File: src/rtl/water_supply_sequencer.sv
// water_supply_sequencer: one shared pump feeding CHANNELS tanks.
// Each channel debounces its low/high level sensors and runs its own
// IDLE/FILL/HOLDOFF/FAULT state machine. Only one channel may fill at a time,
// and the lowest-index waiting channel gets the pump.
// Optional feature: define WATER_SUPPLY_FILL_TIMEOUT_EN to fault a channel
// that stays in FILL for FILL_TIMEOUT cycles. Without it there is no fill
// counter and FILL_TIMEOUT is only range-checked.
module water_supply_sequencer #(
  parameter int CHANNELS        = 2,
  parameter int VALVE_WIDTH     = 4,
  parameter int DEBOUNCE_CYCLES = 4,
  parameter int FILL_TIMEOUT    = 1000,
  parameter int REFILL_HOLDOFF  = 16
) (
  input  logic                            clock,
  input  logic                            reset_n,
  input  logic [CHANNELS-1:0]             low_water_level,
  input  logic [CHANNELS-1:0]             high_water_level,
  input  logic                            fault_clear,
  output logic [CHANNELS*VALVE_WIDTH-1:0] valvule,
  output logic [CHANNELS-1:0]             filling,
  output logic [CHANNELS-1:0]             fault
);

  typedef enum logic [1:0] {
    ST_IDLE    = 2'd0,
    ST_FILL    = 2'd1,
    ST_HOLDOFF = 2'd2,
    ST_FAULT   = 2'd3
  } state_t;

  // Run-length counter only needs to reach DEBOUNCE_CYCLES.
  localparam int DB_W      = $clog2(DEBOUNCE_CYCLES + 1);
  // Holdoff counter counts 0..HOLD_LAST, so HOLDOFF lasts REFILL_HOLDOFF cycles.
  localparam int HOLD_LAST = (REFILL_HOLDOFF > 1) ? REFILL_HOLDOFF - 1 : 0;
  localparam int HOLD_W    = (HOLD_LAST > 0) ? $clog2(HOLD_LAST + 1) : 1;

  localparam logic [VALVE_WIDTH-1:0] VALVE_CLOSED = {VALVE_WIDTH{1'b1}};
  localparam logic [VALVE_WIDTH-1:0] VALVE_OPEN   = {{(VALVE_WIDTH-1){1'b1}}, 1'b0};

  // Reject parameter sets the design was never meant to handle.
  if (CHANNELS < 1 || CHANNELS > 8 || VALVE_WIDTH < 2 ||
      DEBOUNCE_CYCLES < 1 || FILL_TIMEOUT < 1) begin : g_bad_params
    $error("water_supply_sequencer: parameter out of range");
  end

  // ---------------------------------------------------------------------------
  // Sensor debouncing. Bits [CHANNELS-1:0] are the low sensors, the upper
  // CHANNELS bits the high sensors; every bit is filtered on its own.
  // ---------------------------------------------------------------------------
  logic [2*CHANNELS-1:0] sense_raw;
  logic [2*CHANNELS-1:0] sense_db;

  assign sense_raw = {high_water_level, low_water_level};

  for (genvar gi = 0; gi < 2*CHANNELS; gi++) begin : g_debounce
    // Low sensors come out of reset reading "water present", high sensors not.
    localparam logic RESET_LEVEL = (gi < CHANNELS);

    logic            sample_reg;
    logic            level_reg;
    logic [DB_W-1:0] run_cnt_reg;
    logic [DB_W-1:0] run_cnt_next;

    // Length of the current run of identical samples, saturating.
    always_comb begin
      run_cnt_next = DB_W'(1);
      if (sense_raw[gi] == sample_reg) begin
        if (run_cnt_reg == DB_W'(DEBOUNCE_CYCLES)) begin
          run_cnt_next = run_cnt_reg;
        end else begin
          run_cnt_next = run_cnt_reg + DB_W'(1);
        end
      end
    end

    // Accept the raw value on the edge its run reaches DEBOUNCE_CYCLES.
    always_ff @(posedge clock or negedge reset_n) begin
      if (!reset_n) begin
        sample_reg  <= RESET_LEVEL;
        level_reg   <= RESET_LEVEL;
        run_cnt_reg <= '0;
      end else begin
        sample_reg  <= sense_raw[gi];
        run_cnt_reg <= run_cnt_next;
        if (run_cnt_next == DB_W'(DEBOUNCE_CYCLES)) begin
          level_reg <= sense_raw[gi];
        end
      end
    end

    assign sense_db[gi] = level_reg;
  end

  // ---------------------------------------------------------------------------
  // Pump arbitration: nobody starts while any channel is filling, otherwise
  // the lowest-index waiting channel is granted.
  // ---------------------------------------------------------------------------
  logic [CHANNELS-1:0] fill_state;
  logic [CHANNELS-1:0] candidate;
  logic [CHANNELS-1:0] grant;
  logic                any_fill;

  assign any_fill = |fill_state;
  assign grant    = any_fill ? '0 : (candidate & (~candidate + CHANNELS'(1)));

  // ---------------------------------------------------------------------------
  // Per-channel state machine.
  // ---------------------------------------------------------------------------
  for (genvar gi = 0; gi < CHANNELS; gi++) begin : g_channel
    state_t            state_reg;
    state_t            state_next;
    logic [HOLD_W-1:0] hold_cnt_reg;
    logic [HOLD_W-1:0] hold_cnt_next;
    logic              db_low;
    logic              db_high;
    logic              conflict;
    logic              hold_done;
    logic              timeout;

    assign db_low    = sense_db[gi];
    assign db_high   = sense_db[CHANNELS + gi];
    // Water above the high mark but not above the low mark is impossible.
    assign conflict  = db_high & ~db_low;
    assign hold_done = (hold_cnt_reg == HOLD_W'(HOLD_LAST));

    assign candidate[gi] = (state_reg == ST_IDLE) && !db_low && !conflict;

`ifdef WATER_SUPPLY_FILL_TIMEOUT_EN
    localparam int FILL_LAST = FILL_TIMEOUT - 1;
    localparam int FILL_W    = (FILL_LAST > 0) ? $clog2(FILL_LAST + 1) : 1;

    logic [FILL_W-1:0] fill_cnt_reg;
    logic [FILL_W-1:0] fill_cnt_next;

    // This edge is the FILL_TIMEOUT-th spent in FILL.
    assign timeout = (fill_cnt_reg == FILL_W'(FILL_LAST));

    // Time spent in FILL; zero outside FILL so every entry restarts it.
    always_comb begin
      fill_cnt_next = '0;
      if (state_reg == ST_FILL && state_next == ST_FILL) begin
        fill_cnt_next = timeout ? fill_cnt_reg : fill_cnt_reg + FILL_W'(1);
      end
    end

    // Fill counter register.
    always_ff @(posedge clock or negedge reset_n) begin
      if (!reset_n) begin
        fill_cnt_reg <= '0;
      end else begin
        fill_cnt_reg <= fill_cnt_next;
      end
    end
`else
    assign timeout = 1'b0;
`endif

    // Next-state logic; a sensor conflict overrides every other transition.
    always_comb begin
      state_next    = state_reg;
      hold_cnt_next = '0;
      case (state_reg)
        ST_IDLE: begin
          if (grant[gi]) begin
            state_next = ST_FILL;
          end
        end
        ST_FILL: begin
          if (db_high) begin
            state_next = ST_HOLDOFF;
          end else if (timeout) begin
            state_next = ST_FAULT;
          end
        end
        ST_HOLDOFF: begin
          if (hold_done) begin
            state_next = ST_IDLE;
          end else begin
            hold_cnt_next = hold_cnt_reg + HOLD_W'(1);
          end
        end
        ST_FAULT: begin
          if (fault_clear) begin
            state_next = ST_HOLDOFF;
          end
        end
        default: begin
          state_next = ST_IDLE;
        end
      endcase
      if (conflict) begin
        state_next    = ST_FAULT;
        hold_cnt_next = '0;
      end
    end

    // State and holdoff counter registers.
    always_ff @(posedge clock or negedge reset_n) begin
      if (!reset_n) begin
        state_reg    <= ST_IDLE;
        hold_cnt_reg <= '0;
      end else begin
        state_reg    <= state_next;
        hold_cnt_reg <= hold_cnt_next;
      end
    end

    // Outputs decode straight from the state register, so reset closes the
    // valve as soon as reset_n falls.
    assign fill_state[gi] = (state_reg == ST_FILL);
    assign filling[gi]    = fill_state[gi];
    assign fault[gi]      = (state_reg == ST_FAULT);
    assign valvule[gi*VALVE_WIDTH +: VALVE_WIDTH] =
      fill_state[gi] ? VALVE_OPEN : VALVE_CLOSED;
  end

endmodule

File: config.mk
export PLATFORM = sky130hd
export DESIGN_NAME = water_supply_sequencer
export DESIGN_NICKNAME = d
export VERILOG_FILES = /design/src/rtl/water_supply_sequencer.sv
export SDC_FILE = /design/constraint.sdc
export NUM_CORES = 1
export LEC_CHECK = 0
export ABC_AREA = 1
export BUFFER_PORTS_ARGS = -buffer_cell sky130_fd_sc_hd__buf_2
export CAP_MARGIN = 20
export CORE_UTILIZATION = 35
export CTS_BUF_LIST = sky130_fd_sc_hd__clkbuf_2
export CTS_CLUSTER_SIZE = 24
export DETAILED_ROUTE_END_ITERATION = 6
export GPL_ROUTABILITY_DRIVEN = 0
export GPL_TIMING_DRIVEN = 0
export PLACE_DENSITY_LB_ADDON = 0.05
export SLEW_MARGIN = 0
export SYNTH_ARGS = -nofsm -noshare
export SYNTH_HDL_FRONTEND = slang
export SYNTH_SLANG_ARGS = --single-unit
File: constraint.sdc
create_clock -name clock -period 2.41 [get_ports clock]
set_clock_uncertainty 0.1 [all_clocks]
set_input_delay 0.1205 -clock clock [delete_from_list [all_inputs] [get_ports clock]]
set_output_delay 0.1205 -clock clock [all_outputs]
set_load 0.03 [all_outputs]
==> reports/results.tsv, run 1 <==
stage	metric	value	unit
clock_network	total CTS buffers	5	
cells_and_area	commonest non-fill, non-tap cells in the layout	nand2_1, inv_1, dfrtp_1	
cells_and_area	leading cell type in the layout, fill and taps excluded	nand2_1	
clock_network	CTS tree	built	
floorplan	FP Rows	24	
run	max_cap viols	0	
critical_path	Critical Path End Type	register	
grt	GRT met1 Usage	16.0	%
grt	M2 GR Usage	23.5	%
critical_path	reg2reg end	g_channel[1].db_high$_DFFE_PN0N_	
grt	GRT busiest layer	met2	
critical_path	top fanout value on the critical path	4	
clock_network	Clock Path Buffers	2	
sta	Final Hold Vio Count	0	
cells_and_area	area grow syn2layout	16.3	%
cells_and_area	Largest register FFs	12	
worst_hold_path	HP Class	in -> async	
sta	Worst Slack Setup Final	0.862	ns
placed_design	DP HPWL	2.13	mm
logic_synthesis	yosys warns	0	
placed_design	PortBufs	12	
run_status	outcome	finished, violations left	
routing	iteration-0 DRC count of the detailed router	86	
logic_synthesis	Mapped Cells	192	
floorplan	Die X	70.7	um
critical_path	r2r setup slk	0.86	ns
pwr	pwr dens	1150	nW/um2
grt	first-pass GRT wire length	5.33	mm
clock_network	postcts setup bufs	0	
grt	vias in the first global route	1282	
sta	slew at the pin closest to its max-slew limit	0.726	ns
sta	sum of negative setup slack	0	ns
clock_network	clk slew on worst S/H paths	0.17	ns
pwr	P_leak	1.07	nW
critical_path	Critical R2R Launch	g_debounce[3].run_cnt_reg[0]$_DFF_PN0_	
grt	largest net degree at the start of global routing	33	
logic_synthesis	#FFs+latches synth	32	
critical_path	Critical Path RT	2.60	ns
floorplan	full die area	5000	um2
floorplan	Core Box Area	4440	um2
floorplan	initial core utilization	37.2	%
clock_network	Clk Latency, worst-skew pair	0.37	ns
grt	initial antenna violation count	0	
critical_path	CP arrival	1.74	ns
cells_and_area	Fill cells	472	
routing	final wirelength	2.93	mm
logic_synthesis	Post-Syn Area	1650	um2
routing	Wirelength per Cell	10.6	um
routing	drt drc	6	
clock_network	root buffer cell	clkbuf_2	
routing	total number of vias	1244	
critical_path	CP Launch Type	register	
sta	Max Slew Vio Count	0	
sta	crit path time final	1.55	ns
sta	fin crit share	64.3	%
critical_path	critical path class	reg -> reg	
logic_synthesis	synth unique cells	23	
sta	maximum clock frequency	0.646	GHz
sta	worst relative slew slack	51.6	%
cells_and_area	ant diodes	0	
grt	gr ovfl total	0	
clock_network	clock sinks	32	
pwr	worst vdd ir	0.523	mV
floorplan	die height	70.7	um
grt	grt met3 use	3.42	%
critical_path	Reg2Reg Depth	8	
placed_design	pre-CTS setup slack	0.881	ns
run_status	failing checks	design-rule violations	
clock_network	post-CTS sizing	0	
cells_and_area	fin nets	239	
routing	post-route ant nets	0	
routing	Pre-antenna DRT Iters	6	
grt	overall global routing resource usage	13.6	%
sta	RSZ-0062 raised after global routing	false	
logic_synthesis	sequential share of the synthesized area	48.8	%
floorplan	Ports	19	
sta	Final setup viols	0	
pwr	Power Total	2.20	mW
clock_network	H-tree depth	2	
logic_synthesis	Syn Area/Cell	8.60	um2
cells_and_area	share of cells above drive strength 1	14.8	%
routing	Via-to-Cell Ratio	4.52	
Yosys cell counts:
library cell	count	area, um2
conb_1	1	3.75
xnor2_1	9	78.8
a21oi_2	1	8.76
nor2_2	1	6.26
nor2_1	20	75.1
nand4_1	3	18.8
and3_1	1	6.26
nand3_1	13	65.1
o21ai_0	3	15.0
or2_1	1	6.26
dfrtp_1	28	701
inv_1	33	124
nor3_1	2	10.0
nand2_2	1	6.26
a21oi_1	3	15.0
nor4_1	1	6.26
o2111ai_1	1	8.76
dfstp_2	4	105
xor2_1	6	52.6
nand2_1	43	161
o211ai_1	1	7.51
buf_4	6	45.0
ha_1	10	125
per-stage QoR:
stage | hold WS, ns | std cells | cell area [um2] | util [%]
after floorplan | -0.275 | 197 | 1670 | -
after global placement | 0.112 | 261 | 1800 | 40.4
after detailed placement | 0.127 | 261 | 1800 | 40.4
after CTS | 0.215 | 275 | 1920 | 43.2
after global routing | 0.271 | 275 | 1920 | 43.2
final | 0.217 | 275 | 1920 | 43.2
worst max-delay path, stage by stage, from the launching register on:
cell and delay, ns:
dfrtp_1 0.40, inv_1 0.07, ha_1 0.19, nand2_1 0.14, nor2_1 0.06, a21oi_1 0.21
nand2_1 0.08, o21ai_0 0.14, nand2_1 0.07
repair_timing:
item | CTS | global route
setup endpoints to repair | 0 | 0
endpoints found under the hold margin | 44 | 0
hold buffers | 6 | 0
metal layers:
layer,vias up,share of wire (%)
li1,637,-
met1,576,46
met2,24,48
met3,7,4.4
met4,0,1.9
met5,-,0
kinds of logic after synthesis:
kind of cell	Yosys count	synth area share, %
AOI/OAI and AO/OA	9	3.33
and+or+nand+nor	86	21.9
adders and majority gates	10	7.58
buffers and inverters	39	10.2
DFF	32	48.8
other	1	0.227
xor gates and xnor gates	15	7.95
final cells by class:
cell class,instances,area (um2),share of cell area [%]
buffer,6,45.0,2.35
sequential,32,806,42.0
clock buffer,6,30.0,1.56
inverter,33,124,6.45
multi-input combinational,126,696,36.2
clock inverter,2,35.0,1.82
tap,52,65.1,3.39
timing repair buffer,18,120,6.25
worst max-delay path by stage:
stage,start,endpoint,slack (ns),depth (start not counted)
after global routing,g_debounce[3].run_cnt_reg[0]$_DFF_PN0_,g_channel[1].db_high$_DFFE_PN0N_,0.68,8
after detailed placement,g_debounce[3].run_cnt_reg[0]$_DFF_PN0_,g_channel[1].db_high$_DFFE_PN0N_,0.88,8
after global placement,g_debounce[3].run_cnt_reg[0]$_DFF_PN0_,g_channel[1].db_high$_DFFE_PN0N_,0.95,8
after CTS,g_channel[0].state_reg[1]$_DFFE_PN0P_,filling[0],0.83,4
final,g_debounce[3].run_cnt_reg[0]$_DFF_PN0_,g_channel[1].db_high$_DFFE_PN0N_,0.86,8
after floorplan,g_channel[0].state_reg[1]$_DFFE_PN0P_,g_channel[0].state_reg[1]$_DFFE_PN0P_,0.84,8
where the power goes:
group          switching, mW  leakage [nW]  internal, mW
clock                  0.194        0.0430         0.179
combinational          0.610         0.629         0.341
sequential             0.152         0.395         0.724
total                  0.956          1.07          1.24
Power figures use the tool's default switching activity.
==> run 2, diff against run 1 <==
==> constraint.sdc (replaced) <==
create_clock -name clock -period 1.55 [get_ports clock]
set_clock_uncertainty 0.1 [all_clocks]
set_input_delay 0.0775 -clock clock [delete_from_list [all_inputs] [get_ports clock]]
set_output_delay 0.0775 -clock clock [all_outputs]
set_load 0.03 [all_outputs]
==> run 2 against run 1 <==
The run still ends with design-rule violations left. Non-clock buffer count increased by 3. Largest cell class unchanged. Flip-flop and latch count unchanged. Highest routed layer unchanged. Clock-buffer cell count unchanged. Final cell count increased by 1.1%.
==> reports/results.tsv, run 2 (same netlist as run 1, synthesis figures left out) <==
stage	metric	value	unit	change
run_status	outcome	finished, violations left		unchanged
run_status	failing checks	design-rule violations		unchanged
pwr	logic gate share of total power	47.4	%	was 43.3%
floorplan	die height	70.7	um	unchanged
routing	drt drc	6		unchanged
cells_and_area	share of cells above drive strength 1	18.1	%	was 14.8%
placed_design	pre-CTS setup slack	0.0189	ns	was 0.881 ns
sta	Worst Slack Setup Final	0.0804	ns	was 0.862 ns
pwr	sw frac	45.3	%	was 43.5%
floorplan	initial core utilization	37.2	%	unchanged
pwr	sequential share of power	40.6	%	was 39.8%
placed_design	area post-placement	1800	um2	unchanged
cells_and_area	Fill cells	453		was 472
pwr	internal power	1.83	mW	was 1.24 mW
pwr	Clk network pwr share	12.0	%	was 16.9%
clock_network	clock sinks	32		unchanged
grt	first-pass GRT wire length	5.03	mm	was 5.33 mm
critical_path	reg2reg end	g_channel[1].db_high$_DFFE_PN0N_		unchanged
critical_path	Critical Path RT	1.73	ns	was 2.60 ns
routing	Via-to-Cell Ratio	4.42		was 4.52
pwr	worst vdd ir	0.674	mV	was 0.523 mV
routing	Wirelength per Cell	10.4	um	was 10.6 um
sta	RSZ-0062 raised after global routing	true		was false
pwr	pwr dens	1730	nW/um2	was 1150 nW/um2
pwr	P_leak	1.07	nW	about the same
run	max_cap viols	0		unchanged
clock_network	root buffer cell	clkbuf_2		unchanged
cells_and_area	ant diodes	0		unchanged
routing	post-route ant nets	0		unchanged
grt	gr ovfl total	0		unchanged
cells_and_area	fin cells	278		was 275
floorplan	Core Box Area	4440	um2	unchanged
critical_path	top fanout value on the critical path	4		unchanged
floorplan	FP Rows	24		unchanged
floorplan	full die area	5000	um2	unchanged
placed_design	Post-Place Cells	261		unchanged
cells_and_area	Design Area, Final	1940	um2	was 1920 um2
cells_and_area	Largest register FFs	12		unchanged
sta	worst relative slew slack	52.6	%	was 51.6%
critical_path	Critical Path End Type	register		unchanged
pwr	Power Total	3.35	mW	was 2.20 mW
routing	Pre-antenna DRT Iters	7		was 6
critical_path	Critical R2R Launch	g_debounce[3].run_cnt_reg[0]$_DFF_PN0_		unchanged
clock_network	Clk Latency, worst-skew pair	0.37	ns	about the same
routing	total number of vias	1229		was 1244
critical_path	r2r setup slk	0.08	ns	was 0.86 ns
worst_hold_path	HP Class	in -> async		unchanged
grt	vias in the first global route	1197		was 1282
placed_design	DP HPWL	2.06	mm	was 2.13 mm
critical_path	CP Launch Type	register		unchanged
clock_network	total CTS buffers	5		unchanged
critical_path	Reg2Reg Depth	7		was 8
critical_path	critical path class	reg -> reg		unchanged
critical_path	CP arrival	1.65	ns	was 1.74 ns
routing	final wirelength	2.90	mm	was 2.93 mm
grt	initial antenna violation count	0		unchanged
cells_and_area	fin nets	242		was 239
clock_network	clk slew on worst S/H paths	0.17	ns	about the same
cells_and_area	area grow syn2layout	17.3	%	was 16.3%
floorplan	Ports	19		unchanged
cells_and_area	leading cell type in the layout, fill and taps excluded	nand2_1		unchanged
grt	largest net degree at the start of global routing	33		unchanged
floorplan	Die X	70.7	um	unchanged
sta	Max Slew Vio Count	0		unchanged
clock_network	Clock Path Buffers	2		unchanged
sta	crit path time final	1.47	ns	was 1.55 ns
routing	iteration-0 DRC count of the detailed router	52		was 86
placed_design	PortBufs	12		unchanged
grt	overall global routing resource usage	13.0	%	was 13.6%
sta	Final Hold Vio Count	0		unchanged
cells_and_area	commonest non-fill, non-tap cells in the layout	nand2_1, inv_1, dfrtp_1		unchanged
clock_network	H-tree depth	2		unchanged
clock_network	CTS tree	built		unchanged
sta	Final setup viols	0		unchanged
sta	slew at the pin closest to its max-slew limit	0.711	ns	was 0.726 ns
sta	fin crit share	94.8	%	was 64.3%
sta	maximum clock frequency	0.680	GHz	was 0.646 GHz
pwr	Psw	1.52	mW	was 0.956 mW
run 2: timing repair:
item,CTS,global route
endpoints found under the setup margin,0,5
endpoints found under the hold margin,49,0
hold buffers,6,0
resized for setup,0,11
buffers inserted,0,3
run 2: how the worst max path moves through the flow:
| stage | start | to | slack (ns) | depth (start not counted) |
|---|---|---|---|---|
| finish | g_debounce[3].run_cnt_reg[0]$_DFF_PN0_ | g_channel[1].db_high$_DFFE_PN0N_ | 0.08 | 7 |
| global route | g_debounce[3].run_cnt_reg[0]$_DFF_PN0_ | g_channel[1].db_high$_DFFE_PN0N_ | -0.05 | 8 |
| CTS | g_debounce[3].run_cnt_reg[0]$_DFF_PN0_ | g_channel[1].db_high$_DFFE_PN0N_ | 0.006 | 8 |
| detailed placement | g_debounce[3].run_cnt_reg[0]$_DFF_PN0_ | g_channel[1].db_high$_DFFE_PN0N_ | 0.02 | 8 |
| global placement | g_debounce[3].run_cnt_reg[0]$_DFF_PN0_ | g_channel[1].db_high$_DFFE_PN0N_ | 0.09 | 8 |
| floorplan | g_channel[0].state_reg[1]$_DFFE_PN0P_ | g_channel[0].state_reg[1]$_DFFE_PN0P_ | 0.07 | 8 |
run 2: critical path, cell delays in order, from the launching register on:
cell	delay, ns
dfrtp_1	0.41
inv_1	0.12
ha_1	0.18
nand2_2	0.10
xor2_2	0.19
nand2_1	0.08
o21ai_1	0.14
nand2_1	0.08
run 2: power groups by stage:
stage	Clock, mW	Sequential (mW)	Combinational, mW
final	0.402	1.36	1.59
after global routing	0.455	1.41	1.83
after CTS	0.422	1.36	1.50
after detailed placement	0	1.38	1.48
after global placement	0	1.37	1.43
after floorplan	0	1.32	1.18
run 2: layout make-up:
cell class              count  area, um2  share of cell area (%)
clock inverters             2       7.51                   0.388
inverters                  33        124                    6.40
repair buffers             21        148                    7.62
plain buffers               6       45.0                    2.33
flip-flops and latches     32        806                    41.6
clock buffers               6       30.0                    1.55
well taps                  52       65.1                    3.36
multi-input cells         126        712                    36.8
run 2: routing by layer:
metal / part of all wire [%] / wire [um] / GRT usage, % / vias up
met3: 4.1 / 120 / 3.99 / 4
met1: 50 / 1460 / 15.5 / 557
met4: 1.1 / 33 / 6.89 / 0
li1: - / - / - / 648
met2: 44 / 1280 / 21.3 / 20
met5: 0 / 0 / 0 / -
run 2: per-stage QoR:
stage | utilization (%) | hold WS, ns | setup TNS [ns]
detailed placement | 40.4 | 0.0839 | 0
global route | 43.6 | 0.220 | -0.0673
global placement | 40.4 | 0.0682 | 0
finish | 43.6 | 0.159 | 0
floorplan | - | -0.318 | 0
CTS | 42.6 | 0.189 | 0
